### src/rtl/result_drainer.sv
// result_drainer
//   Reads a contiguous block of words from buffer P and streams them to the
//   host over a valid/ready interface. A 2-entry FIFO absorbs the one-cycle
//   read latency of buffer P and host backpressure, so that with tready_i held
//   high one word per cycle is sustained.
//
// Ports
//   clk_i, rst_ni     clock; asynchronous active-low reset
//   start_i           level start, sampled in IDLE
//   base_addr_i       first P address of the run (latched at start)
//   len_i             number of words of the run (latched at start)
//   done_o            high while in DONE
//   enp_o, addrp_o    buffer P read enable / read address
//   doutp_i           buffer P read data, valid the cycle after enp_o
//   tvalid_o, tready_i, tdata_o, tlast_o
//                     result stream towards the host
module result_drainer #(
  parameter int unsigned ADDR_WIDTH = 16,
  parameter int unsigned DATA_WIDTH = 64
) (
  input  logic                  clk_i,
  input  logic                  rst_ni,
  input  logic                  start_i,
  input  logic [ADDR_WIDTH-1:0] base_addr_i,
  input  logic [ADDR_WIDTH-1:0] len_i,
  output logic                  done_o,
  output logic                  enp_o,
  output logic [ADDR_WIDTH-1:0] addrp_o,
  input  logic [DATA_WIDTH-1:0] doutp_i,
  output logic                  tvalid_o,
  input  logic                  tready_i,
  output logic [DATA_WIDTH-1:0] tdata_o,
  output logic                  tlast_o
);

  typedef enum logic [1:0] {
    ST_IDLE = 2'd0,
    ST_RUN  = 2'd1,
    ST_DONE = 2'd2
  } state_e;

  state_e                state_q, state_d;
  logic [ADDR_WIDTH-1:0] base_q, base_d;
  logic [ADDR_WIDTH-1:0] len_q, len_d;
  logic [ADDR_WIDTH-1:0] issued_q, issued_d;
  logic [ADDR_WIDTH-1:0] sent_q, sent_d;
  logic                  inflight_q, inflight_d;
  logic                  wr_ptr_q, wr_ptr_d;
  logic                  rd_ptr_q, rd_ptr_d;
  logic [1:0]            fifo_cnt_q, fifo_cnt_d;
  logic [DATA_WIDTH-1:0] fifo_mem_q [2];

  logic                  push;
  logic                  pop;
  logic                  tvalid;
  logic                  tlast;
  logic                  enp;
  logic [2:0]            occ_after_pop;

  // ---------------------------------------------------------------------------
  // Stream-side handshake terms (shared by the FSM and the datapath)
  // ---------------------------------------------------------------------------
  assign tvalid = (fifo_cnt_q != 2'd0);
  assign pop    = tvalid && tready_i;
  assign tlast  = tvalid && (sent_q == (len_q - ADDR_WIDTH'(1)));
  // Read data returns one cycle after the enable, so the registered enable
  // is exactly the FIFO write strobe.
  assign push   = inflight_q;

  // Occupancy once this cycle's pop has left: words already in the FIFO plus
  // the read whose data arrives next edge. A new read is allowed only if its
  // data will still find a free slot.
  assign occ_after_pop = {1'b0, fifo_cnt_q} + {2'b00, inflight_q} - {2'b00, pop};

  assign enp = (state_q == ST_RUN) && (issued_q < len_q) && (occ_after_pop < 3'd2);

  // ---------------------------------------------------------------------------
  // FSM: state register
  // ---------------------------------------------------------------------------
  always_ff @(posedge clk_i or negedge rst_ni) begin
    if (!rst_ni) begin
      state_q <= ST_IDLE;
    end else begin
      state_q <= state_d;
    end
  end

  // ---------------------------------------------------------------------------
  // FSM: next-state logic
  // ---------------------------------------------------------------------------
  always_comb begin
    state_d = state_q;
    unique case (state_q)
      ST_IDLE: begin
        if (start_i) begin
          state_d = (len_i != '0) ? ST_RUN : ST_DONE;
        end
      end
      ST_RUN: begin
        if (pop && tlast) begin
          state_d = ST_DONE;
        end
      end
      ST_DONE: begin
        if (!start_i) begin
          state_d = ST_IDLE;
        end
      end
      default: state_d = ST_IDLE;
    endcase
  end

  // ---------------------------------------------------------------------------
  // FSM: outputs
  // ---------------------------------------------------------------------------
  always_comb begin
    done_o  = (state_q == ST_DONE);
    enp_o   = enp;
    addrp_o = '0;
    if (enp) begin
      addrp_o = base_q + issued_q;  // wraps modulo 2^ADDR_WIDTH
    end
  end

  assign tvalid_o = tvalid;
  assign tdata_o  = tvalid ? fifo_mem_q[rd_ptr_q] : '0;
  assign tlast_o  = tlast;

  // ---------------------------------------------------------------------------
  // Run bookkeeping and FIFO pointers
  // ---------------------------------------------------------------------------
  always_comb begin
    base_d     = base_q;
    len_d      = len_q;
    issued_d   = issued_q;
    sent_d     = sent_q;
    inflight_d = enp;
    wr_ptr_d   = wr_ptr_q;
    rd_ptr_d   = rd_ptr_q;

    if (state_q == ST_IDLE && start_i) begin
      base_d   = base_addr_i;
      len_d    = len_i;
      issued_d = '0;
      sent_d   = '0;
    end else begin
      if (enp) begin
        issued_d = issued_q + ADDR_WIDTH'(1);
      end
      if (pop) begin
        sent_d = sent_q + ADDR_WIDTH'(1);
      end
    end

    if (push) begin
      wr_ptr_d = ~wr_ptr_q;
    end
    if (pop) begin
      rd_ptr_d = ~rd_ptr_q;
    end

    unique case ({push, pop})
      2'b10:   fifo_cnt_d = fifo_cnt_q + 2'd1;
      2'b01:   fifo_cnt_d = fifo_cnt_q - 2'd1;
      default: fifo_cnt_d = fifo_cnt_q;
    endcase
  end

  always_ff @(posedge clk_i or negedge rst_ni) begin
    if (!rst_ni) begin
      base_q     <= '0;
      len_q      <= '0;
      issued_q   <= '0;
      sent_q     <= '0;
      inflight_q <= 1'b0;
      wr_ptr_q   <= 1'b0;
      rd_ptr_q   <= 1'b0;
      fifo_cnt_q <= 2'd0;
    end else begin
      base_q     <= base_d;
      len_q      <= len_d;
      issued_q   <= issued_d;
      sent_q     <= sent_d;
      inflight_q <= inflight_d;
      wr_ptr_q   <= wr_ptr_d;
      rd_ptr_q   <= rd_ptr_d;
      fifo_cnt_q <= fifo_cnt_d;
    end
  end

  // ---------------------------------------------------------------------------
  // FIFO storage: one register per entry, written when the write pointer
  // selects it.
  // ---------------------------------------------------------------------------
  for (genvar gi = 0; gi < 2; gi++) begin : g_fifo_entry
    logic [DATA_WIDTH-1:0] entry_d;

    always_comb begin
      entry_d = fifo_mem_q[gi];
      if (push && (wr_ptr_q == 1'(gi))) begin
        entry_d = doutp_i;
      end
    end

    always_ff @(posedge clk_i or negedge rst_ni) begin
      if (!rst_ni) begin
        fifo_mem_q[gi] <= '0;
      end else begin
        fifo_mem_q[gi] <= entry_d;
      end
    end
  end

endmodule

### config.mk
export PLATFORM = sky130hd
export DESIGN_NAME = result_drainer
export DESIGN_NICKNAME = d
export VERILOG_FILES = /design/src/rtl/result_drainer.sv
export SDC_FILE = /design/constraint.sdc
export NUM_CORES = 1
export LEC_CHECK = 0
export CORE_ASPECT_RATIO = 1.75
export CORE_MARGIN = 2
export CORE_UTILIZATION = 30
export DETAILED_ROUTE_END_ITERATION = 8
export PLACE_DENSITY = 0.57
export SLEW_MARGIN = 20
export SYNTH_ARGS = -nofsm -noshare
export SYNTH_HDL_FRONTEND = slang
export SYNTH_SLANG_ARGS = --single-unit
### constraint.sdc
create_clock -name clk_i -period 9.46 [get_ports clk_i]
set_input_delay 2.365 -clock clk_i [delete_from_list [all_inputs] [get_ports clk_i]]
set_output_delay 2.365 -clock clk_i [all_outputs]
set_load 0.02 [all_outputs]
* After elaboration in Yosys (flattened, before gate mapping)
Cells that the tools add are included.
** Operators by class
- Add/sub/neg operators :: 8
- $lt $le $gt $ge :: 3
- Eq/ne operators :: 8
- Mux-type cells :: 15
- Bitwise gates (word level) :: 3
- Reduce and logical (&&, ||, !) cells :: 15
** Operators by type and width (number)
- two-way mux 64 bit :: 4
- two-way mux 16 bit :: 5
- adder 16 x 1 -> 16 bit, second input constant :: 2
- adder 16 bit :: 1
- equality test 16 bit :: 1
- < comparator 16 bit :: 1
- nonzero test 16 bit :: 1
- subtractor 16 x 1 -> 16 bit, second input constant :: 1
- logical AND 1 bit :: 8
- two-way mux 2 bit :: 4
- nonzero test 2 bit :: 4
- case mux 2 bit (3 select lines) :: 1
- equality test 2 x 1 -> 1 bit, second input constant :: 2
- equality test 2 bit, second input constant :: 2
- inequality test 2 bit, second input constant :: 2
- case mux 2 bit (2 select lines) :: 1
- adder 2 x 1 -> 3 bit :: 1
- < comparator 3 x 2 -> 1 bit, second input constant :: 1
- AND reduction 3 bit :: 1
- subtractor 3 x 1 -> 3 bit :: 1
- adder 2 x 1 -> 2 bit, second input constant :: 1
- greater-or-equal comparator 2 bit, second input constant :: 1
- logical NOT 2 bit :: 1
- inequality test 2 x 1 -> 1 bit, second input constant :: 1
- 3 further kinds :: 4
** Storage, ports and cells
- Register bits :: 199
- Input port bits :: 100
- Output and inout port bits :: 84
- Word-level logic and storage cells :: 63

* Depth between registers and ports, before layout
Gate-level depths: netlist of run 1.
- Word-level depth :: 7
- Gate-level depth with buffers :: 12
- Depth with buffers taken out :: 10

* Worst setup path before layout of run 1
Ideal clock, no wire load.
- Path kind :: input port to output port
- Start point :: input tready_i
- End point :: output addrp_o[10]
- Arrival :: 5.084 ns
- Required time :: 7.095 ns
- Slack :: 2.011 ns
- Stages :: 12
- Buffers on the path :: 4
- Cells stage by stage :: o21a_1 > clkbuf_1 > ha_1 > nand2b_1 > fa_1 > nor4bb_1 > o2111a_1 > o21ai_1 > clkbuf_1 > clkbuf_1 > buf_1 > nor2_1
** On the way
- Longest elaborated chain between the ends :: 5
** RTL lines
- start, declared :: line 31 : input logic tready_i,
- logical AND 1 bit :: line 64 : assign pop = tvalid && tready_i;
- net pop :: line 54 : logic pop;
- subtractor 3 x 1 -> 3 bit :: line 73 : assign occ_after_pop = {1'b0, fifo_cnt_q} + {2'b00, inflight_q} - {2'b00, pop};
- < comparator 3 x 2 -> 1 bit :: line 75 : assign enp = (state_q == ST_RUN) && (issued_q < len_q) && (occ_after_pop < 3'd2);
- logical AND 1 bit :: line 75
- two-way mux 16 bit :: line 120 : if (enp) begin
- end, declared :: line 28 : output logic [ADDR_WIDTH-1:0] addrp_o,
The timed path passes the listed nets, and every way through them passes these cells.

* Worst setup path in the final report of run 1
- Start point :: input tready_i
- End point :: output addrp_o[0]
** On the way
- Longest elaborated chain between the ends :: 5
** RTL lines (line)
- logical AND 1 bit :: 64
- subtractor 3 x 1 -> 3 bit :: 73
- < comparator 3 x 2 -> 1 bit :: 75
- logical AND 1 bit :: 75
- two-way mux 16 bit :: 120
Every way passes these cells.

==> out/results.ini, run 1 <==
[critical_path]
cpMaxStageDelayCell = clkdlybuf4s50_1
cp-end-kind = output port
crit_top_cell = clkdlybuf4s50_1
crit_required_ns = 7.10
crit_buf_inv = 3
cp_top_family = buffers and inverters
critPathKind = in2out
critical_path_arrival_ns = 5.90
critPathMaxFanout = 29
start_kind = primary input
crit_chain = clkdlybuf4s50_1 -> o21a_1 -> ha_1 -> nand2b_1 -> fa_1 -> nor4bb_1 -> o2111a_1 -> o21ai_4 -> inv_2 -> and2_1 -> clkdlybuf4s50_1
cp_slowest_stage_delay_ns = 0.60

[synthesis]
synthSimpleGateAreaFrac_pct = 12.46
yosys.area.top_type_share_pct = 47.93
syn_area_per_cell_um2 = 10.82
synth.distinct_cells = 51
syn_inst = 960
synth_mux_area_share_pct = 20.53
synth_top_family_by_area = multiplexers
ys.flop_type = dfrtp_1
yosysTopAreaCell = dfrtp_1
async_reset_ff_share_pct = 100.0
synth_compound_area_share_pct = 7.346
ys_top_cells_by_area = dfrtp_1 (48%), mux2_2 (14%), mux2i_1 (6.6%), ha_1 (4.2%), nor2_1 (4.2%)
netlist_area_um2 = 10390
yosys_warnings = 0
synth_edf_count = 0
synth_xor_area_share_pct = 4.468
yosys_register_bits = 199
synthAdderAreaFrac_pct = 4.600
seq_area_frac_synth_pct = 47.93
synthesis.nets = 1097

[job]
maxCapViolations = 0

[sta]
finalCritPeriodShare_pct = 87.34
drv_slew = 0
rsz0062_at_grt = no
worstMarginPinSlew_ns = 1.016
min_period_ns = 8.262
setup_viol = 0
tns_ns = 0
finalHoldViolCount = 0
clock_skew_ns = 0.01653
maxSlewHeadroom_pct = 32.28
max_freq_mhz = 121.0

[floorplan]
core_region_area_um2 = 34350
start_util_pct = 30.25
rows = 90
pin_count = 184
die_area_um2 = 36200
die-width_um = 144.7
fp.dieH_um = 250.2

[place]
dpl_cell_area_um2 = 12700
hpwl_um = 19070
dp_cells = 1563
port_buffers = 183
routabilityCongestion = 0.7865

[layout]
fin_cells = 1595
syn_to_final_growth_pct = 28.47
n_antenna_cell = 0
nFillCells = 3406
final_nets = 1259
drive_gt1_share_pct = 15.95
fin_util_pct = 38.86
design_area_um2 = 13350

[clocking]
cts_tree = built
cts_setup_buffers = 0
cts_num_sinks = 199
cts_buffers = 17
path_clk_slew_ns = 0.08
cts_root_buf = clkbuf_16
h-tree-depth = 4
holdBufCountCts = 0
cts_buffer_depth = 2
clk_latency_ns = 0.46
cts_resized = 0

[global_route]
antenna_found_initial = 1
grt_max_degree = 76
grt_pass1_vias = 8137
grt_usage_pct = 15.81
grt_pass1_wl_um = 44110
globalRouteOverflowTotal = 0

[power_and_ir_drop]
peakVddDrop_uv = 156.6
power_density_nw_per_um2 = 338.2
finalPower_mw = 4.514
leakage_nw = 5.781

[routing]
ant_nets = 0
vias = 7698
first_pass_iters = 5
vias_per_cell = 4.826
drtIter0Drc = 241
wl_per_cell_um = 17.28
drcViolationCount = 0
routed_wl_um = 27560

[hold_path]
hp-class = reg2reg

[status]
outcome = complete, no violations

-- kinds of logic after synthesis --
kind of cell	count (synthesis)
compound gates	119
xor+xnor	53
fa+ha+maj	37
buf+inv	71
flops	199
mux	197
simple gates	284
-- power breakdown --
part           total [mW]  internal [mW]  switching, mW
clock               0.787          0.374          0.413
sequential           1.44           1.20          0.247
combinational        2.29           1.13           1.16
total                4.51           2.70           1.82
-- worst min-delay path, cell delays in order (launching register included) --
cell and delay (ns):
dfrtp_1 0.35, nand2_1 0.05, nand2_1 0.05
-- final cells by class --
class | instances | area [um2] | share of cell area, %
multi-input combinational | 690 | 5172 | 38.75
clock buffer | 17 | 425.4 | 3.187
sequential | 199 | 4984 | 37.34
timing repair buffer | 189 | 1881 | 14.09
tap | 460 | 575.6 | 4.312
inverter | 25 | 93.84 | 0.7030
clock inverter | 15 | 216.5 | 1.622
-- metal layers --
| metal | routed length [um] | up-vias | track usage [%] |
|---|---|---|---|
| met5 | 13 | - | 0 |
| li1 | - | 3692 | - |
| met2 | 15350 | 125 | 29.91 |
| met4 | 507 | 2 | 5.076 |
| met3 | 925 | 28 | 3.193 |
| met1 | 10760 | 3851 | 17.25 |
-- placed cells by master (no fill, tap or decap), drive strengths merged, types with 9 or more instances in the layout --
| cell | n |
|---|---|
| nand3 | 12 |
| clkbuf | 18 |
| nand2 | 85 |
| ha | 35 |
| nor3 | 11 |
| nor2 | 115 |
| mux2i | 68 |
| clkdlybuf4s50 | 182 |
| xor2 | 33 |
| nor4 | 10 |
| a21o | 11 |
| a21oi | 24 |
| inv | 35 |
| o21a | 12 |
| or3 | 9 |
| o21ai | 34 |
| xnor2 | 20 |
| mux2 | 129 |
| dfrtp | 199 |
| or4 | 9 |
| nand4 | 11 |
-- flip-flops by register name (all words and copies together) (netlist names) --
name	count
wr_ptr_q	1
len_q	16
base_q	16
fifo_cnt_q	2
rd_ptr_q	1
sent_q	16
inflight_q	1
state_q	2
fifo_mem_q	128
issued_q	16
-- Yosys cell counts (12+ instances only) --
| cell type | instances |
|---|---|
| dfrtp_1 | 199 |
| mux2_2 | 129 |
| nor2_1 | 115 |
| nand2_1 | 85 |
| mux2i_1 | 68 |
| clkbuf_1 | 36 |
| ha_1 | 35 |
| xor2_1 | 33 |
| o21ai_0 | 30 |
| a21oi_1 | 24 |
| inv_1 | 24 |
| xnor2_1 | 20 |
| nand3_1 | 12 |
| o21a_1 | 12 |
-- through the flow --
step,setup slack (ns),hold WS [ns]
2_1_floorplan,2.011,0.4477
6_report,1.198,0.4891
3_3_place_gp,1.115,0.4680
5_1_grt,0.9093,0.5229
4_1_cts,1.051,0.4938
3_5_place_dp,1.053,0.4721
-- path summary, 6_finish.rpt --
kind / from / to / slack, ns / depth (start not counted)
max: tready_i / addrp_o[0] / 1.20 / 11
min: base_q[6] / base_q[6] / 0.49 / 2
max reg2reg: fifo_cnt_q[0] / issued_q[15] / 6.02 / 9
min reg2reg: base_q[6] / base_q[6] / 0.49 / 2
max in group asynchronous: rst_ni / rd_ptr_q / 6.13 / 2
min in group asynchronous: rst_ni / fifo_mem_q[108] / 1.89 / 1
(Power assumes the default switching activity.)
==> run 2: changes to the inputs <==
--- a/config.mk
+++ b/config.mk
@@ -9,6 +9,7 @@
 export CORE_MARGIN = 2
 export CORE_UTILIZATION = 30
 export DETAILED_ROUTE_END_ITERATION = 8
+export HOLD_SLACK_MARGIN = 0.02
 export PLACE_DENSITY = 0.57
 export SLEW_MARGIN = 20
 export SYNTH_ARGS = -nofsm -noshare
==> results of run 2 <==
The final DEF is identical to that of run 1; final timing and power are the same.
==> run 3: changes to the inputs <==
--- a/config.mk
+++ b/config.mk
@@ -10,7 +10,7 @@
 export CORE_UTILIZATION = 30
 export DETAILED_ROUTE_END_ITERATION = 8
 export HOLD_SLACK_MARGIN = 0.02
-export PLACE_DENSITY = 0.57
+export PLACE_DENSITY = 0.59
 export SLEW_MARGIN = 20
 export SYNTH_ARGS = -nofsm -noshare
 export SYNTH_HDL_FRONTEND = slang
==> constraint.sdc (replaced) <==
create_clock -name clk_i -period 6.9 [get_ports clk_i]
set_input_delay 1.725 -clock clk_i [delete_from_list [all_inputs] [get_ports clk_i]]
set_output_delay 1.725 -clock clk_i [all_outputs]
set_load 0.02 [all_outputs]
==> out/results.ini, run 3 (same netlist as run 1, synthesis figures left out) <==
[clocking]
h-tree-depth = 4
cts_buffer_depth = 2
holdBufCountCts = 0
path_clk_slew_ns = 0.08
cts_num_sinks = 199
cts_root_buf = clkbuf_16
clk_latency_ns = 0.46
cts_setup_buffers = 0
cts_tree = built
cts_resized = 0
cts_buffers = 17

[place]
hpwl_um = 19010
port_buffers = 183
routabilityCongestion = 0.8259
dp_cells = 1564
place_ws_ns = 0.2134

[sta]
setup_ws_ns = 0.2592
hold-worst-slack_ns = 0.4914
maxSlewHeadroom_pct = 32.90
worstMarginPinSlew_ns = 1.007
finalHoldViolCount = 0
min_period_ns = 6.641
max_freq_mhz = 150.6
setup_viol = 0
drv_slew = 0
clock_skew_ns = 0.01666
rsz0062_at_grt = no
tns_ns = 0
finalCritPeriodShare_pct = 96.24

[floorplan]
rows = 90
core_region_area_um2 = 34350
start_util_pct = 30.25
die-width_um = 144.7
die_area_um2 = 36200
fp.dieH_um = 250.2
pin_count = 184

[critical_path]
cpMaxStageDelayCell = clkdlybuf4s50_1
r2r-start = fifo_cnt_q[1]
critPathMaxFanout = 17
critical_path_arrival_ns = 4.92
crit_chain = clkdlybuf4s50_1 -> o21a_1 -> ha_1 -> nand2b_1 -> fa_1 -> nor4bb_1 -> o2111a_1 -> o21ai_4 -> buf_4 -> nor2_1 -> clkdlybuf4s50_1
crit_buf_inv = 3
crit_start = tready_i
cp_top_family = buffers and inverters
start_kind = primary input
cp_slowest_stage_delay_ns = 0.62
critPathKind = in2out
cp-end-kind = output port
crit_required_ns = 5.18
crit_top_cell = clkdlybuf4s50_1

[power_and_ir_drop]
power_density_nw_per_um2 = 461.5
peakVddDrop_uv = 227.3
leakage_nw = 5.788

[routing]
first_pass_iters = 5
drtIter0Drc = 286
wl_per_cell_um = 16.97
routed_wl_um = 27100
drcViolationCount = 0
vias = 7740
ant_nets = 0
vias_per_cell = 4.847

[layout]
final_cell_mix = dfrtp_1 (198), clkdlybuf4s50_1 (182), mux2_2 (129)
fin_cells = 1597
mostFrequentLayoutCell = dfrtp_1
fin_util_pct = 38.93
regMostFlops = fifo_mem_q
drive_gt1_share_pct = 16.02
largest_reg_flops = 128
final_nets = 1260
syn_to_final_growth_pct = 28.68

[global_route]
grt_pass1_vias = 8113
grt_max_degree = 115
grt_usage_pct = 15.65
grt_pass1_wl_um = 43530
antenna_found_initial = 1
globalRouteOverflowTotal = 0

[hold_path]
hp-class = reg2reg
min_from = base_q[2]

[status]
outcome = complete, no violations

[job]
maxCapViolations = 0

==> run 3: power by group <==
part / total, mW / switching, mW / internal (mW)
registers: 2.01 / 0.371 / 1.64
logic: 3.10 / 1.55 / 1.56
clock network: 1.06 / 0.553 / 0.507
total: 6.17 / 2.47 / 3.70
==> run 3: layout make-up <==
class	instances	area [um2]
multi-input combinational	690	5172
clock inverter	15	216.5
inverter	25	93.84
sequential	199	4984
timing repair buffer	190	1901
clock buffer	17	425.4
fill	3387	20980
antenna	1	2.502
tap	460	575.6
==> run 3: routing by layer <==
layer  GRT usage, %  vias up  routed length [um]  share of wire, %
met2          29.11      172               14840                55
met5              0        -                   0                 0
met1          16.69     3827               10360                38
met4          6.214        0                 730               2.7
met3          3.632       43                1159               4.3
li1               -     3698                   -                 -
==> run 3: worst register-to-register path, stage by stage, from the launching register on <==
cell	delay, ns
dfrtp_1	0.48
o21a_1	0.23
ha_1	0.26
nand2b_1	0.16
fa_1	0.48
nor4bb_1	0.23
o2111a_1	0.33
o211ai_1	0.34
or4_1	0.50
a21oi_1	0.15
==> run 3: path summary, 6_finish.rpt <==
| path | to | cells past startpoint | slack, ns |
|---|---|---|---|
| min in group asynchronous | fifo_mem_q[110] | 1 | 1.30 |
| worst min register to register | base_q[2] | 2 | 0.49 |
| worst max-delay path | addrp_o[13] | 11 | 0.26 |
| worst max register to register | issued_q[15] | 9 | 3.66 |
| max in group asynchronous | rd_ptr_q | 2 | 4.44 |
| worst min-delay path | base_q[2] | 2 | 0.49 |
==> run 3: per-stage QoR <==
step | instance area, um2 | power [mW]
after floorplan | 10390 | 3.879
final | 13370 | 6.171
after CTS | 13360 | 6.275
after global placement | 12720 | 5.128
after global routing | 13370 | 6.579
after detailed placement | 12720 | 5.180
